$ cat config.mk
export PLATFORM = sky130hd
export DESIGN_NAME = imm_gen_pipe
export DESIGN_NICKNAME = d
export VERILOG_FILES = /design/src/rtl/imm_pkg.sv /design/src/rtl/imm_extract.sv /design/src/rtl/imm_gen_pipe.sv
export SDC_FILE = /design/constraint.sdc
export NUM_CORES = 1
export LEC_CHECK = 0
export ABC_CLOCK_PERIOD_IN_PS = 1600
export BUFFER_PORTS_ARGS = -buffer_cell sky130_fd_sc_hd__buf_2
export CAP_MARGIN = 20
export CORE_UTILIZATION = 40
export DETAILED_ROUTE_END_ITERATION = 8
export GPL_TIMING_DRIVEN = 0
export HOLD_SLACK_MARGIN = 0.02
export PLACE_DENSITY = 0.69
export SLEW_MARGIN = 5
export SYNTH_ARGS = -nofsm -noshare
export SYNTH_HDL_FRONTEND = slang
export SYNTH_SLANG_ARGS = --single-unit
$ cat constraint.sdc
create_clock -name cpu_clk -period 1.6 [get_ports cpu_clk]
set_input_delay 0.16 -clock cpu_clk [delete_from_list [all_inputs] [get_ports cpu_clk]]
set_output_delay 0.16 -clock cpu_clk [all_outputs]
set_load 0.02 [all_outputs]
$ cat src/rtl/imm_pkg.sv
// ----------------------------------------------------------------------------
// imm_pkg
//
// Shared constants for the decode-stage immediate generator.
//   - SEXT_* : immediate-type codes carried on the 4-bit 'op' field.
//              Codes 8..15 are undefined and get flagged as illegal.
//   - OP_W        : width of the op field.
//   - FIFO_DEPTH  : number of entries in the output skid buffer.
//   - PTR_W/CNT_W : pointer and occupancy widths for that buffer.
// ----------------------------------------------------------------------------
package imm_pkg;

    localparam int OP_W = 4;

    localparam logic [OP_W-1:0] SEXT_R    = 4'd0;
    localparam logic [OP_W-1:0] SEXT_I    = 4'd1;
    localparam logic [OP_W-1:0] SEXT_MOVE = 4'd2;
    localparam logic [OP_W-1:0] SEXT_S    = 4'd3;
    localparam logic [OP_W-1:0] SEXT_B    = 4'd4;
    localparam logic [OP_W-1:0] SEXT_U    = 4'd5;
    localparam logic [OP_W-1:0] SEXT_J    = 4'd6;
    localparam logic [OP_W-1:0] SEXT_Z    = 4'd7;

    localparam int FIFO_DEPTH = 2;
    // Pointers wrap modulo the depth, so a depth of 2 needs a single bit.
    localparam int PTR_W      = 1;
    // Occupancy has to represent 0..FIFO_DEPTH inclusive.
    localparam int CNT_W      = 2;

endpackage

$ cat src/rtl/imm_extract.sv
// ----------------------------------------------------------------------------
// imm_extract
//
// Purely combinational immediate extraction and extension.
//
// Parameters:
//   XLEN : datapath width, 32 or 64.
//   SHW  : shift-amount width, $clog2(XLEN); derived from XLEN.
//
// Ports:
//   din     in  32    instruction word
//   op      in  OP_W  immediate type code (SEXT_* in imm_pkg)
//   ext     out XLEN  extended immediate (0 for undefined codes)
//   illegal out 1     op is not one of the defined codes
// ----------------------------------------------------------------------------
module imm_extract
    import imm_pkg::*;
#(
    parameter int XLEN = 32,
    parameter int SHW  = $clog2(XLEN)
) (
    input  logic [31:0]     din,
    input  logic [OP_W-1:0] op,
    output logic [XLEN-1:0] ext,
    output logic            illegal
);

    // Replicated sign bit; every signed format takes its upper bits from here.
    logic [XLEN-1:0] sx;

    // The major opcode bits never contribute to any immediate.
    logic unused_opcode;

    assign sx            = {XLEN{din[31]}};
    assign unused_opcode = ^din[6:0];

    always_comb begin
        ext     = '0;
        illegal = 1'b0;
        case (op)
            SEXT_R: begin
                ext = '0;
            end
            SEXT_I: begin
                ext = {sx[XLEN-1:12], din[31:20]};
            end
            SEXT_MOVE: begin
                // Shift amount: 5 bits on RV32, 6 on RV64, never sign-extended.
                ext           = '0;
                ext[SHW-1:0]  = din[20+SHW-1:20];
            end
            SEXT_S: begin
                ext = {sx[XLEN-1:12], din[31:25], din[11:7]};
            end
            SEXT_B: begin
                ext = {sx[XLEN-1:12], din[7], din[30:25], din[11:8], 1'b0};
            end
            SEXT_U: begin
                // Upper bits default to the sign, then the low word is overlaid,
                // which handles both XLEN=32 (no extension) and XLEN=64.
                ext        = sx;
                ext[31:0]  = {din[31:12], 12'b0};
            end
            SEXT_J: begin
                ext = {sx[XLEN-1:20], din[19:12], din[20], din[30:21], 1'b0};
            end
            SEXT_Z: begin
                // CSR immediate: the rs1 field, zero-extended.
                ext       = '0;
                ext[4:0]  = din[19:15];
            end
            default: begin
                ext     = '0;
                illegal = 1'b1;
            end
        endcase
    end

endmodule

$ cat src/rtl/imm_gen_pipe.sv
// ----------------------------------------------------------------------------
// imm_gen_pipe
//
// Decode-stage immediate generator with a 2-entry output skid buffer.
// Each accepted {din, op} is extended by imm_extract and queued as an
// {ext, illegal} entry; the head entry is presented downstream with
// valid/ready flow control. 'flush' empties the buffer.
//
// Parameters:
//   XLEN : datapath width, 32 or 64.
//   SHW  : shift-amount width, derived from XLEN.
//
// Ports:
//   cpu_clk     in  1     clock, rising edge
//   cpu_rstn    in  1     asynchronous active-low reset
//   flush       in  1     synchronous flush, beats push and pop
//   in_valid    in  1     upstream offers an instruction
//   in_ready    out 1     buffer has space (registered count only)
//   din         in  32    instruction word
//   op          in  4     immediate type code
//   out_valid   out 1     head entry is valid
//   out_ready   in  1     downstream consumes the head this cycle
//   ext         out XLEN  extended immediate of the head entry
//   out_illegal out 1     head entry came from an undefined op code
// ----------------------------------------------------------------------------
module imm_gen_pipe
    import imm_pkg::*;
#(
    parameter  int XLEN = 32,
    localparam int SHW  = $clog2(XLEN)
) (
    input  logic            cpu_clk,
    input  logic            cpu_rstn,
    input  logic            flush,
    input  logic            in_valid,
    output logic            in_ready,
    input  logic [31:0]     din,
    input  logic [OP_W-1:0] op,
    output logic            out_valid,
    input  logic            out_ready,
    output logic [XLEN-1:0] ext,
    output logic            out_illegal
);

    logic [XLEN-1:0]  new_ext;
    logic             new_illegal;

    logic [XLEN-1:0]  mem_ext [FIFO_DEPTH];
    logic             mem_ill [FIFO_DEPTH];
    logic [PTR_W-1:0] wptr;
    logic [PTR_W-1:0] rptr;
    logic [CNT_W-1:0] count;

    logic             push;
    logic             pop;

    imm_extract #(
        .XLEN (XLEN),
        .SHW  (SHW)
    ) u_extract (
        .din     (din),
        .op      (op),
        .ext     (new_ext),
        .illegal (new_illegal)
    );

    // in_ready comes straight from the registered count so that upstream
    // never sees a combinational path from out_ready.
    assign in_ready  = (count != CNT_W'(FIFO_DEPTH));
    assign out_valid = (count != '0);
    assign push      = in_valid  && in_ready;
    assign pop       = out_valid && out_ready;

    // Outputs are forced to zero while empty so that stale entries left
    // behind by pops or a flush never show on the bus.
    assign ext         = out_valid ? mem_ext[rptr] : '0;
    assign out_illegal = out_valid ? mem_ill[rptr] : 1'b0;

    always_ff @(posedge cpu_clk or negedge cpu_rstn) begin
        if (!cpu_rstn) begin
            count <= '0;
            wptr  <= '0;
            rptr  <= '0;
            for (int i = 0; i < FIFO_DEPTH; i++) begin
                mem_ext[i] <= '0;
                mem_ill[i] <= 1'b0;
            end
        end else if (flush) begin
            // Any push or pop in the flush cycle is dropped.
            count <= '0;
            wptr  <= '0;
            rptr  <= '0;
        end else begin
            if (push) begin
                mem_ext[wptr] <= new_ext;
                mem_ill[wptr] <= new_illegal;
                wptr          <= wptr + 1'b1;
            end
            if (pop) begin
                rptr <= rptr + 1'b1;
            end
            case ({push, pop})
                2'b10:   count <= count + 1'b1;
                2'b01:   count <= count - 1'b1;
                default: count <= count;
            endcase
        end
    end

endmodule

* Word-level counts from Yosys, hierarchy flattened
Cells that the tools add are included. Widths: inputs -> output; s select.
Storage, ports and cells: register bits 70, input bits 41, word-level logic and storage cells 59
Cells by class: add/subtract/negate cells 4, $lt $le $gt $ge 3, equal/unequal tests 10, muxes and demuxes 22, bitwise gates (word level) 3, reduce and logical (&&, ||, !) cells 10
Operators with widths (number):
- $pmux 32 s7 | 1
- $mux 32 | 5
- $bwmux 64 | 1
- $demux 32 s1 | 1
- $eq 4x3->1 const B | 4
- $mux 1 | 10
- $eq 4x2->1 const B | 2
- $reduce_or 8->1 | 1
- $reduce_bool 2->1 | 3
- $eq 4x1->1 const B | 1
- $ge 2x2->1 const B | 2
- $logic_not 4->1 | 1
- $not 1->2 | 2
- $pmux 2 s2 | 1
- $logic_and 1x1->1 | 3
- $reduce_bool 3->1 | 1
- $add 1x1->1 const B | 2
- $add 2x1->2 const B | 1
- $bwmux 2 | 1
- $eq 2x1->1 const B | 1
- $eq 2x2->1 const B | 1
- $lt 2x1->1 const B | 1
- $mux 2 | 1
- $ne 2x2->1 const B | 1
- 4 further kinds | 4

* Depth between registers and ports, before layout
Gate-level depths: netlist of the first run.
depth in word-level cells 6, mapped depth 6, depth with buffers taken out 5

* Modules after synthesis
Synthesis of the first run repeated with hierarchy kept, for this count alone.
Unflattened totals: cell total of the unflattened synthesis 316, area, all modules 3698.5 um^2
By module, submodules not included:
- imm_gen_pipe | instances 1, cells an instance 237, area an instance 3190.6 um^2, sequential area each 1751.7 um^2
- imm_extract | instances 1, cells an instance 79, area an instance 508.0 um^2, sequential area each 0.0 um^2

* Worst setup path after synthesis of the first run
Ideal clock, no wire load.
path type register to register, from register count[0], to register mem_ext[0] (netlist name), arrival 1.610 ns, data required time 1.475 ns, slack -0.135 ns, cell stages (with the launch flop) 6, clock period less this slack 1.735 ns, cell sequence dfrtp_1 -> nor2b_1 -> inv_1 -> nand4b_1 -> buf_2 -> mux2_2
Between the ends: word-level cells in the longest chain between the ends 3
Ends and longest elaborated chain:
- start, declared | RTL line imm_gen_pipe.sv:52 | logic [CNT_W-1:0] count;
- start signal, assigned | RTL line imm_gen_pipe.sv:103 | 2'b10: count <= count + 1'b1;
- start signal, assigned | RTL line imm_gen_pipe.sv:104 | 2'b01: count <= count - 1'b1;
- start signal, assigned | RTL line imm_gen_pipe.sv:105 | default: count <= count;
- $ne 2x2->1 | RTL line imm_gen_pipe.sv:69 | assign in_ready = (count != CNT_W'(FIFO_DEPTH));
- via in_ready | RTL line imm_gen_pipe.sv:36 | output logic in_ready,
- $logic_and 1x1->1 | RTL line imm_gen_pipe.sv:71 | assign push = in_valid && in_ready;
- $reduce_and 2->1 (no line)
- end signal, assigned by index | RTL line imm_gen_pipe.sv:95 | mem_ext[wptr] <= new_ext;
- end, declared | RTL line imm_gen_pipe.sv:48 | logic [XLEN-1:0] mem_ext [FIFO_DEPTH];
The timed path passes the listed nets, and every way through them passes these cells. A chain may end at the register's enable or synchronous reset.

* Final worst setup path of the first run
from register count[1], to register mem_ext[53] (netlist name)
Between the ends: word-level cells in the longest chain between the ends 3
Ends and longest elaborated chain (RTL line):
- $ne 2x2->1 | imm_gen_pipe.sv:69
- $logic_and 1x1->1 | imm_gen_pipe.sv:71
- $reduce_and 2->1 (no line)
No other way between the ends.

==> impl_metrics.env, run 1 <==
export IMPL_status="finished, violations left"
export IMPL_violated_checks="setup timing"
export IMPL_grt_pass1_vias=3138
export IMPL_grt_first_pass_wirelength_um=15800
export IMPL_routed_wire_length_per_instance_um=17.4
export IMPL_min_period_ps=1690
export IMPL_worstSkewPairLatency_ps=340
export IMPL_clkSinkCount=70
export IMPL_yosys_most_used_dff="sky130_fd_sc_hd__dfrtp_1"
export IMPL_static_leakage_power_uw=0.00221
export IMPL_async_flop_share=1.00
export IMPL_cts_root_buffer_cell="sky130_fd_sc_hd__clkbuf_8"
export IMPL_worst_pin_slew_ps=890
export IMPL_timing_critical_path_to_type="flop"
export IMPL_placed_area_um2=4030
export IMPL_setup_viol=50
export IMPL_place_inst=548
export IMPL_cp_slowest_cell="sky130_fd_sc_hd__or4b_4"
export IMPL_synth_yosys_warnings=0
export IMPL_synthMostInstantiatedCell="sky130_fd_sc_hd__dfrtp_1"
export IMPL_timing_setup_critical_path_class="flop to flop"
export IMPL_synth_seq_area_share=0.495
export IMPL_core_um2=8380
export IMPL_area_of_the_die_um2=9240
export IMPL_finalWeightedCongestion=0.867
export IMPL_drt_via_density=5.61
export IMPL_initial_utilization=0.423
export IMPL_critPathMaxFanout=10
export IMPL_grt_setup_unrepaired="yes"
export IMPL_die_x_um=96.1
export IMPL_synth_cells=377
export IMPL_cts_htree_levels=3
export IMPL_hpwl_um=6640
export IMPL_placement_io_buffers=66
export IMPL_io_pins=76
export IMPL_layout_drive_gt1_share=0.352
export IMPL_finalCritPeriodShare=1.06
export IMPL_clock_fmax_mhz=592
export IMPL_antenna_violations_before_repair=0
export IMPL_yosysUniqueCellTypes=31
export IMPL_design_final_nets=513
export IMPL_clock_tree_buffer_depth=2
export IMPL_startpoint_type="flop"
export IMPL_timing_final_max_slew_violations=0
export IMPL_postSynthAreaPerCell_um2=9.40
export IMPL_finalHoldWorstSlack_ps=76.8
export IMPL_maximum_vdd_ir_drop_mv=0.564
export IMPL_antenna_violation_net_count_after_detailed_routing=0
export IMPL_cts_reportedPaths_clkPinSlew_ps=70
export IMPL_dieHeight_um=96.1
export IMPL_grt_max_degree=71
export IMPL_syn_to_final_growth_pct=37.4
export IMPL_ys_top_cells_by_area="sky130_fd_sc_hd__dfrtp_1, sky130_fd_sc_hd__mux2i_1, sky130_fd_sc_hd__o21ai_0"
export IMPL_slowest_delay_ps=600
export IMPL_total_power_uw=4800
export IMPL_hold_viol=0
export IMPL_first_iter_violations=176
export IMPL_synth_area_um2=3540
export IMPL_num_vias=3264
export IMPL_ys_seq_elements=70
export IMPL_antenna_diode_instance_count=0
export IMPL_globalRouteTotalUtil=0.232
export IMPL_drv_max_cap_violation_count=0
export IMPL_global_route_overflow_total=0
export IMPL_required_ps=1830
export IMPL_power_density_cell_area_nw_per_um2=986
export IMPL_synth_top_area_cell="sky130_fd_sc_hd__dfrtp_1"
export IMPL_tritoncts="yes"
export IMPL_timing_critical_path_arrival_ps=1920
export IMPL_drc=0
export IMPL_finalWorstSetupSlack_ps=-90.4
export IMPL_synth_top_cells_by_count="sky130_fd_sc_hd__dfrtp_1, sky130_fd_sc_hd__nand2_1, sky130_fd_sc_hd__nor2_1, sky130_fd_sc_hd__o21ai_0, sky130_fd_sc_hd__mux2i_1"
export IMPL_crit_chain="nor2b_4, or4b_4, buf_8, a22o_1"
export IMPL_drtPass1Iterations=5
export IMPL_synth_net_count=418
export IMPL_synth_edf_count=0
export IMPL_fin_worst_skew_ps=8.48
export IMPL_wl_um=10100
export IMPL_timing_hold_worst_class="primary input to flop"
export IMPL_rows=33
export IMPL_final_cells=582
export IMPL_cts_inserted_buffers=9
export IMPL_max_slew_margin_rel=0.406
export IMPL_final_cell_area_excluding_filler_cells_um2=4870
export IMPL_synth_top_area_frac=0.495
## cells by family after synthesis
logic type	share of synthesized area
and+or+nand+nor	0.146
AOI/OAI and AO/OA	0.189
buffers and inverters	0.0431
DFF	0.495
muxes	0.120
xor gates and xnor gates	0.00742
## sequential cells by signal (all words and copies together), names as in the netlist
register	cells
mem_ext	64
count	2
mem_ill	2
rptr	1
wptr	1
## stage by stage
stage,TNS [ps],util,setup WS (ps)
floorplan,-10.2,-,-1.02
global route,-6720,0.581,-136
detailed placement,-16720,0.481,-351
CTS,-3760,0.551,-112
global placement,-15350,0.481,-311
finish,-2650,0.581,-90.4
## critical path: cells and delay by family, from the launching register on
family / cells / cell delay (ps)
buffers and inverters: 1 / 190
AOI/OAI and AO/OA: 1 / 230
DFF: 1 / 400
and+or+nand+nor: 2 / 750
## where the power goes
| group | internal (uW) | switching, uW | total, uW |
|---|---|---|---|
| clock network | 804 | 643 | 1450 |
| registers | 2030 | 171 | 2200 |
| logic | 546 | 606 | 1150 |
| total | 3380 | 1420 | 4800 |
## cells in the final DEF (no fill, tap or decap), types with 6 or more instances in the layout
cell                       count
sky130_fd_sc_hd__dfrtp_1      68
sky130_fd_sc_hd__buf_4        26
sky130_fd_sc_hd__buf_8         6
sky130_fd_sc_hd__a22o_1       22
sky130_fd_sc_hd__a21oi_1      32
sky130_fd_sc_hd__o21ai_1      19
sky130_fd_sc_hd__mux2i_1      33
sky130_fd_sc_hd__buf_2        46
sky130_fd_sc_hd__nand2_1      35
sky130_fd_sc_hd__inv_1         6
sky130_fd_sc_hd__clkbuf_8     13
sky130_fd_sc_hd__nor2_4        8
sky130_fd_sc_hd__clkbuf_1      8
sky130_fd_sc_hd__buf_6        20
sky130_fd_sc_hd__nor2_1       36
sky130_fd_sc_hd__nand2_2      13
sky130_fd_sc_hd__o21ai_0      21
## layer usage
metal | GRT usage | vias up | wire (um)
met5 | 0 | - | 0
li1 | - | 1512 | -
met2 | 0.360 | 107 | 4820
met4 | 0.109 | 0 | 210
met3 | 0.0332 | 20 | 535
met1 | 0.321 | 1625 | 4580
## cell type report
class / count / area [um^2]
fill: 714 / 3510
multi-input combinational: 271 / 1810
sequential: 70 / 1750
timing repair buffer: 89 / 683
buffer: 24 / 263
clock buffer: 13 / 159
tap: 105 / 131
clock inverter: 3 / 42.5
inverter: 7 / 26.3
## final timing paths
check                                  startpoint                       to  slack [ps]  cells after the start
max in group asynchronous                cpu_rstn         rptr$_DFFE_PN0P_         470                      2
hold reg to reg            mem_ext[7]$_DFFE_PN0P_   mem_ext[7]$_DFFE_PN0P_         480                      2
min in group asynchronous                cpu_rstn  mem_ext[17]$_DFFE_PN0P_         470                      2
setup reg to reg             count[1]$_DFFE_PN0P_  mem_ext[53]$_DFFE_PN0P_         -90                      4
hold / removal                              flush     count[0]$_DFFE_PN0P_          80                      2
setup / recovery             count[1]$_DFFE_PN0P_  mem_ext[53]$_DFFE_PN0P_         -90                      4
## what timing repair did
| action | CTS | global route |
|---|---|---|
| cloned | 3 | 2 |
| hold buffers | 1 | 0 |
| endpoints found under the setup margin | 97 | 94 |
| buffers inserted | 12 | 5 |
| resized for setup | 78 | 86 |
| hold endpoints to repair | 70 | 0 |
| pin swaps | 5 | 19 |
Note: power is estimated with default switching activity, not from simulation.
==> run 2, diff against run 1 <==
--- a/config.mk
+++ b/config.mk
@@ -10,7 +10,7 @@
 export CAP_MARGIN = 20
 export CORE_UTILIZATION = 40
 export DETAILED_ROUTE_END_ITERATION = 8
-export GPL_TIMING_DRIVEN = 0
+export GPL_TIMING_DRIVEN = 1
 export HOLD_SLACK_MARGIN = 0.02
 export PLACE_DENSITY = 0.69
 export SLEW_MARGIN = 5
==> impl_metrics.env, run 2 (synthesis gave the netlist of run 1 again) <==
export IMPL_max_slew_margin_rel=0.464
export IMPL_worst_pin_slew_ps=802
export IMPL_io_pins=76
export IMPL_cts_reportedPaths_clkPinSlew_ps=80
export IMPL_initial_utilization=0.423
export IMPL_finalCritPeriodShare=1.04
export IMPL_static_leakage_power_uw=0.00223
export IMPL_mostFrequentLayoutCell="sky130_fd_sc_hd__dfrtp_1"
export IMPL_max_ffs_per_register=64
export IMPL_timing_critical_path_to_type="primary output"
export IMPL_area_of_the_die_um2=9240
export IMPL_timing_hold_worst_start="din[28]"
export IMPL_maximum_vdd_ir_drop_mv=0.402
export IMPL_antenna_diode_instance_count=0
export IMPL_place_inst=552
export IMPL_status="finished, violations left"
export IMPL_timing_setup_critical_path_class="flop to primary output"
export IMPL_layout_common_cells="sky130_fd_sc_hd__dfrtp_1, sky130_fd_sc_hd__nand2_1, sky130_fd_sc_hd__buf_2"
export IMPL_routed_wire_length_per_instance_um=16.7
export IMPL_total_power_uw=4790
export IMPL_fin_worst_skew_ps=9.35
export IMPL_design_final_nets=514
export IMPL_clkSinkCount=70
export IMPL_core_um2=8380
export IMPL_syn_to_final_growth_pct=41.8
export IMPL_clock_tree_buffer_depth=2
export IMPL_globalRouteTotalUtil=0.214
export IMPL_hpwl_um=6260
export IMPL_final_cells=583
export IMPL_antenna_violation_net_count_after_detailed_routing=0
export IMPL_grt_max_degree=71
export IMPL_required_ps=1440
export IMPL_grt_first_pass_wirelength_um=14700
export IMPL_drc=0
export IMPL_layout_drive_gt1_share=0.368
export IMPL_drt_via_density=5.44
export IMPL_placement_io_buffers=68
export IMPL_cts_inserted_buffers=9
export IMPL_tritoncts="yes"
export IMPL_power_density_cell_area_nw_per_um2=954
export IMPL_cts_root_buffer_cell="sky130_fd_sc_hd__clkbuf_8"
export IMPL_cts_htree_levels=3
export IMPL_finalWeightedCongestion=0.770
export IMPL_clock_fmax_mhz=602
export IMPL_top_register="mem_ext"
export IMPL_critPathMaxFanout=8
export IMPL_global_route_overflow_total=0
export IMPL_rows=33
export IMPL_setup_viol=44
export IMPL_timing_critical_path_arrival_ps=1500
export IMPL_drtPass1Iterations=4
export IMPL_finalWorstSetupSlack_ps=-61.5
export IMPL_timing_hold_worst_class="primary input to flop"
export IMPL_violated_checks="setup timing"
export IMPL_startpoint="count[0]$_DFFE_PN0P_"
export IMPL_startpoint_type="flop"
export IMPL_grt_pass1_vias=2999
export IMPL_first_iter_violations=151
export IMPL_min_period_ps=1660
export IMPL_antenna_violations_before_repair=0
export IMPL_worstSkewPairLatency_ps=340
export IMPL_timing_rr_start="count[1]$_DFFE_PN0P_"
export IMPL_timing_final_max_slew_violations=0
export IMPL_hold_viol=0
export IMPL_largestRegisters="mem_ext x64, count x2, mem_ill x2"
export IMPL_num_vias=3174
export IMPL_wl_um=9760
export IMPL_drv_max_cap_violation_count=0
export IMPL_grt_setup_unrepaired="yes"
export IMPL_dieHeight_um=96.1
export IMPL_die_x_um=96.1
-- run 2: cell count changes in the layout (fill, tap and decap cells not counted), sizes merged --
cell      previous run  this run
clkinvlp             1         3
clkinv               1         2
buf                 99       110
clkbuf              26        13
-- run 2: worst max-delay path, stage by stage, from the launching register on --
cell and delay, ps:
sky130_fd_sc_hd__dfrtp_1 390, sky130_fd_sc_hd__buf_6 130, sky130_fd_sc_hd__nor2_4 150, sky130_fd_sc_hd__buf_12 150
sky130_fd_sc_hd__buf_12 140, sky130_fd_sc_hd__nor2_2 50, sky130_fd_sc_hd__buf_6 130
-- run 2: where the power goes --
part	switching, uW	internal (uW)	leakage, uW	total [uW]
registers	164	2030	0.000931	2190
clock network	661	714	0.0000883	1380
logic	636	585	0.00121	1220
-- run 2: cell type report --
type | instances | area, um^2
Timing Repair Buffer | 114 | 1070
Inverter | 7 | 26.3
Clock buffer | 10 | 128
Clock inverter | 6 | 62.6
Multi-Input combinational cell | 271 | 1850
Fill cell | 712 | 3360
Sequential cell | 70 | 1750
Tap cell | 105 | 131
-- run 2: what timing repair did --
item / 4_1_cts / 5_1_grt
resized for setup: 27 / 122
buffers inserted: 5 / 5
hold endpoints to repair: 70 / 0
gates cloned: 2 / 5
hold buffers: 1 / 0
endpoints found under the setup margin: 69 / 88
pin swaps: 3 / 7
-- run 2: stage by stage --
stage	instance area [um^2]	hold WS (ps)	util	worst slack, ps	TNS (ps)
after global routing	5020	120	0.599	-105	-4210
after floorplan	3570	-136	-	-1.02	-10.2
final	5020	111	0.599	-61.5	-1780
after CTS	4530	91.7	0.541	-92.1	-2240
after global placement	4180	208	0.499	-66.5	-1900
after detailed placement	4180	207	0.499	-108	-2840
-- run 2: final timing paths --
path                                                 to  slack, ps  cells past startpoint
worst max-delay path                             ext[0]        -60                      6
max in group asynchronous              rptr$_DFFE_PN0P_        930                      3
worst max register to register  mem_ext[55]$_DFFE_PN0P_        -40                      4
worst min register to register  mem_ext[42]$_DFFE_PN0P_        480                      2
min in group asynchronous       mem_ext[49]$_DFFE_PN0P_        360                      3
worst min-delay path            mem_ext[40]$_DFFE_PN0P_        110                      3
-- run 2: routing by layer --
metal,global-route usage,part of all wire
met1,0.302,0.45
met2,0.335,0.49
met3,0.0253,0.046
met4,0.0833,0.013
met5,0,0
==> run 3, diff against run 2 <==
--- a/config.mk
+++ b/config.mk
@@ -5,14 +5,14 @@
 export SDC_FILE = /design/constraint.sdc
 export NUM_CORES = 1
 export LEC_CHECK = 0
-export ABC_CLOCK_PERIOD_IN_PS = 1600
+export ABC_CLOCK_PERIOD_IN_PS = 1550
 export BUFFER_PORTS_ARGS = -buffer_cell sky130_fd_sc_hd__buf_2
 export CAP_MARGIN = 20
 export CORE_UTILIZATION = 40
 export DETAILED_ROUTE_END_ITERATION = 8
 export GPL_TIMING_DRIVEN = 1
 export HOLD_SLACK_MARGIN = 0.02
-export PLACE_DENSITY = 0.69
+export PLACE_DENSITY = 0.67
 export SLEW_MARGIN = 5
 export SYNTH_ARGS = -nofsm -noshare
 export SYNTH_HDL_FRONTEND = slang
==> constraint.sdc (replaced) <==
create_clock -name cpu_clk -period 1.55 [get_ports cpu_clk]
set_input_delay 0.155 -clock cpu_clk [delete_from_list [all_inputs] [get_ports cpu_clk]]
set_output_delay 0.155 -clock cpu_clk [all_outputs]
set_load 0.02 [all_outputs]
==> impl_metrics.env, run 3 (synthesis gave the netlist of run 1 again) <==
export IMPL_globalRouteTotalUtil=0.228
export IMPL_design_final_nets=516
export IMPL_max_ffs_per_register=64
export IMPL_finalCritPeriodShare=1.09
export IMPL_hold_viol=0
export IMPL_violated_checks="setup timing"
export IMPL_cts_inserted_buffers=9
export IMPL_drtPass1Iterations=5
export IMPL_layout_drive_gt1_share=0.397
export IMPL_hpwl_um=6140
export IMPL_clock_fmax_mhz=593
export IMPL_layout_common_cells="sky130_fd_sc_hd__dfrtp_1, sky130_fd_sc_hd__buf_2, sky130_fd_sc_hd__nand2_1"
export IMPL_grt_max_degree=71
export IMPL_startpoint_type="flop"
export IMPL_placed_area_um2=4170
export IMPL_antenna_violation_net_count_after_detailed_routing=0
export IMPL_drv_max_cap_violation_count=0
export IMPL_status="finished, violations left"
export IMPL_clkSinkCount=70
export IMPL_tritoncts="yes"
export IMPL_post_route_util=0.611
export IMPL_drc=0
export IMPL_cts_reportedPaths_clkPinSlew_ps=70
export IMPL_worstSkewPairLatency_ps=340
export IMPL_power_density_cell_area_nw_per_um2=961
export IMPL_num_vias=3324
export IMPL_fin_worst_skew_ps=6.14
export IMPL_top_register="mem_ext"
export IMPL_cts_root_buffer_cell="sky130_fd_sc_hd__clkbuf_8"
export IMPL_setup_viol=60
export IMPL_crit_chain="buf_16, mux2i_2, nor2_4, buf_6"
export IMPL_timing_hold_worst_class="primary input to flop"
export IMPL_timing_setup_critical_path_class="flop to primary output"
export IMPL_grt_setup_unrepaired="yes"
export IMPL_global_route_overflow_total=0
export IMPL_maximum_vdd_ir_drop_mv=0.439
export IMPL_timing_critical_path_max_delay_family="flip-flops"
export IMPL_antenna_violations_before_repair=0
export IMPL_drt_via_density=5.70
export IMPL_area_of_the_die_um2=9240
export IMPL_grt_pass1_vias=3027
export IMPL_wl_um=10900
export IMPL_min_period_ps=1690
export IMPL_n_fill_cell=696
export IMPL_first_iter_violations=234
export IMPL_required_ps=1390
export IMPL_static_leakage_power_uw=0.00230
export IMPL_timing_final_max_slew_violations=0
export IMPL_timing_critical_path_to_type="primary output"
export IMPL_timing_critical_path_arrival_ps=1530
export IMPL_critical_path_buf_inv_count=2
export IMPL_critPathMaxFanout=17
export IMPL_finalWorstSetupSlack_ps=-137
export IMPL_finalWeightedCongestion=0.862
export IMPL_placement_io_buffers=68
export IMPL_clock_tree_buffer_depth=2
export IMPL_syn_to_final_growth_pct=44.5
export IMPL_routed_wire_length_per_instance_um=18.7
export IMPL_core_um2=8380
export IMPL_final_cell_area_excluding_filler_cells_um2=5120
export IMPL_grt_first_pass_wirelength_um=15500
export IMPL_slowest_delay_ps=480
export IMPL_io_pins=76
export IMPL_largestRegisters="mem_ext x64, count x2, mem_ill x2"
export IMPL_mostFrequentLayoutCell="sky130_fd_sc_hd__dfrtp_1"
export IMPL_cts_htree_levels=3
export IMPL_max_slew_margin_rel=0.433
export IMPL_worst_pin_slew_ps=849
export IMPL_initial_utilization=0.423
export IMPL_dieHeight_um=96.1
export IMPL_rows=33
export IMPL_die_x_um=96.1
export IMPL_cp_slowest_cell="sky130_fd_sc_hd__dfrtp_2"
export IMPL_antenna_diode_instance_count=0
-- run 3: cell types whose count changed in the layout (fill, tap and decap cells not counted), moves of 7 or more --
| cell | delta |
|---|---|
| sky130_fd_sc_hd__nand2_1 | -13 |
| sky130_fd_sc_hd__o21ai_0 | -11 |
| sky130_fd_sc_hd__nor2_1 | +8 |
| sky130_fd_sc_hd__buf_4 | +8 |
| sky130_fd_sc_hd__o21ai_2 | +7 |
| sky130_fd_sc_hd__nor2_2 | -9 |
| sky130_fd_sc_hd__nand2_4 | +10 |
-- run 3: cell type report --
type                    instances  area (um^2)  area share
clock buffers                  12          145      0.0284
clock inverters                 2         10.0     0.00196
inverters                       7         26.3     0.00513
multi-input cells             271         1930       0.377
flip-flops and latches         70         1750       0.342
well taps                     105          131      0.0257
repair buffers                116         1120       0.219
-- run 3: what timing repair did --
item | in CTS | in global routing
hold buffers | 1 | 0
gates cloned | 4 | 8
buffers inserted | 3 | 2
endpoints found under the setup margin | 59 | 74
resized for setup | 36 | 122
hold endpoints to repair | 70 | 0
pin swaps | 11 | 36
-- run 3: final timing paths --
path	from	to	slack, ps	depth (start not counted)
min reg2reg	mem_ext[12]$_DFFE_PN0P_	mem_ext[12]$_DFFE_PN0P_	480	2
max	rptr$_DFFE_PN0P_	ext[1]	-140	4
max reg2reg	count[1]$_DFFE_PN0P_	mem_ext[61]$_DFFE_PN0P_	-100	5
max in group asynchronous	cpu_rstn	rptr$_DFFE_PN0P_	890	3
min in group asynchronous	cpu_rstn	mem_ext[49]$_DFFE_PN0P_	370	3
min	din[28]	mem_ext[40]$_DFFE_PN0P_	90	3
-- run 3: report_power, final --
part | internal (uW) | leakage [uW] | switching (uW)
registers | 2100 | 0.000931 | 202
logic | 673 | 0.00129 | 707
clock network | 603 | 0.0000821 | 635
total | 3370 | 0.00230 | 1540
-- run 3: per-stage QoR --
step / total power (uW) / hold slack (ps) / setup WS, ps / TNS, ps / std cells
6_report: 4920 / 88.0 / -137 / -5060 / 583
5_1_grt: 5140 / 94.8 / -183 / -8070 / 583
4_1_cts: 4610 / 90.8 / -107 / -3170 / 573
3_5_place_dp: 3240 / 202 / -156 / -3500 / 551
3_3_place_gp: 3190 / 200 / -109 / -2640 / 551
2_1_floorplan: 2870 / -141 / -51.0 / -568 / 377
-- run 3: metal layers --
layer	track usage	routed length (um)	vias up
met4	0.101	236	0
met2	0.351	5320	120
met5	0	0	-
met3	0.0403	589	23
li1	-	-	1518
met1	0.314	4730	1663
-- run 3: worst register-to-register path: stages (launching register included) --
cell and delay (ps):
sky130_fd_sc_hd__dfrtp_1 380, sky130_fd_sc_hd__nor2b_4 130, sky130_fd_sc_hd__or4b_4 620, sky130_fd_sc_hd__nor2_4 190
sky130_fd_sc_hd__buf_6 140, sky130_fd_sc_hd__a22o_1 130
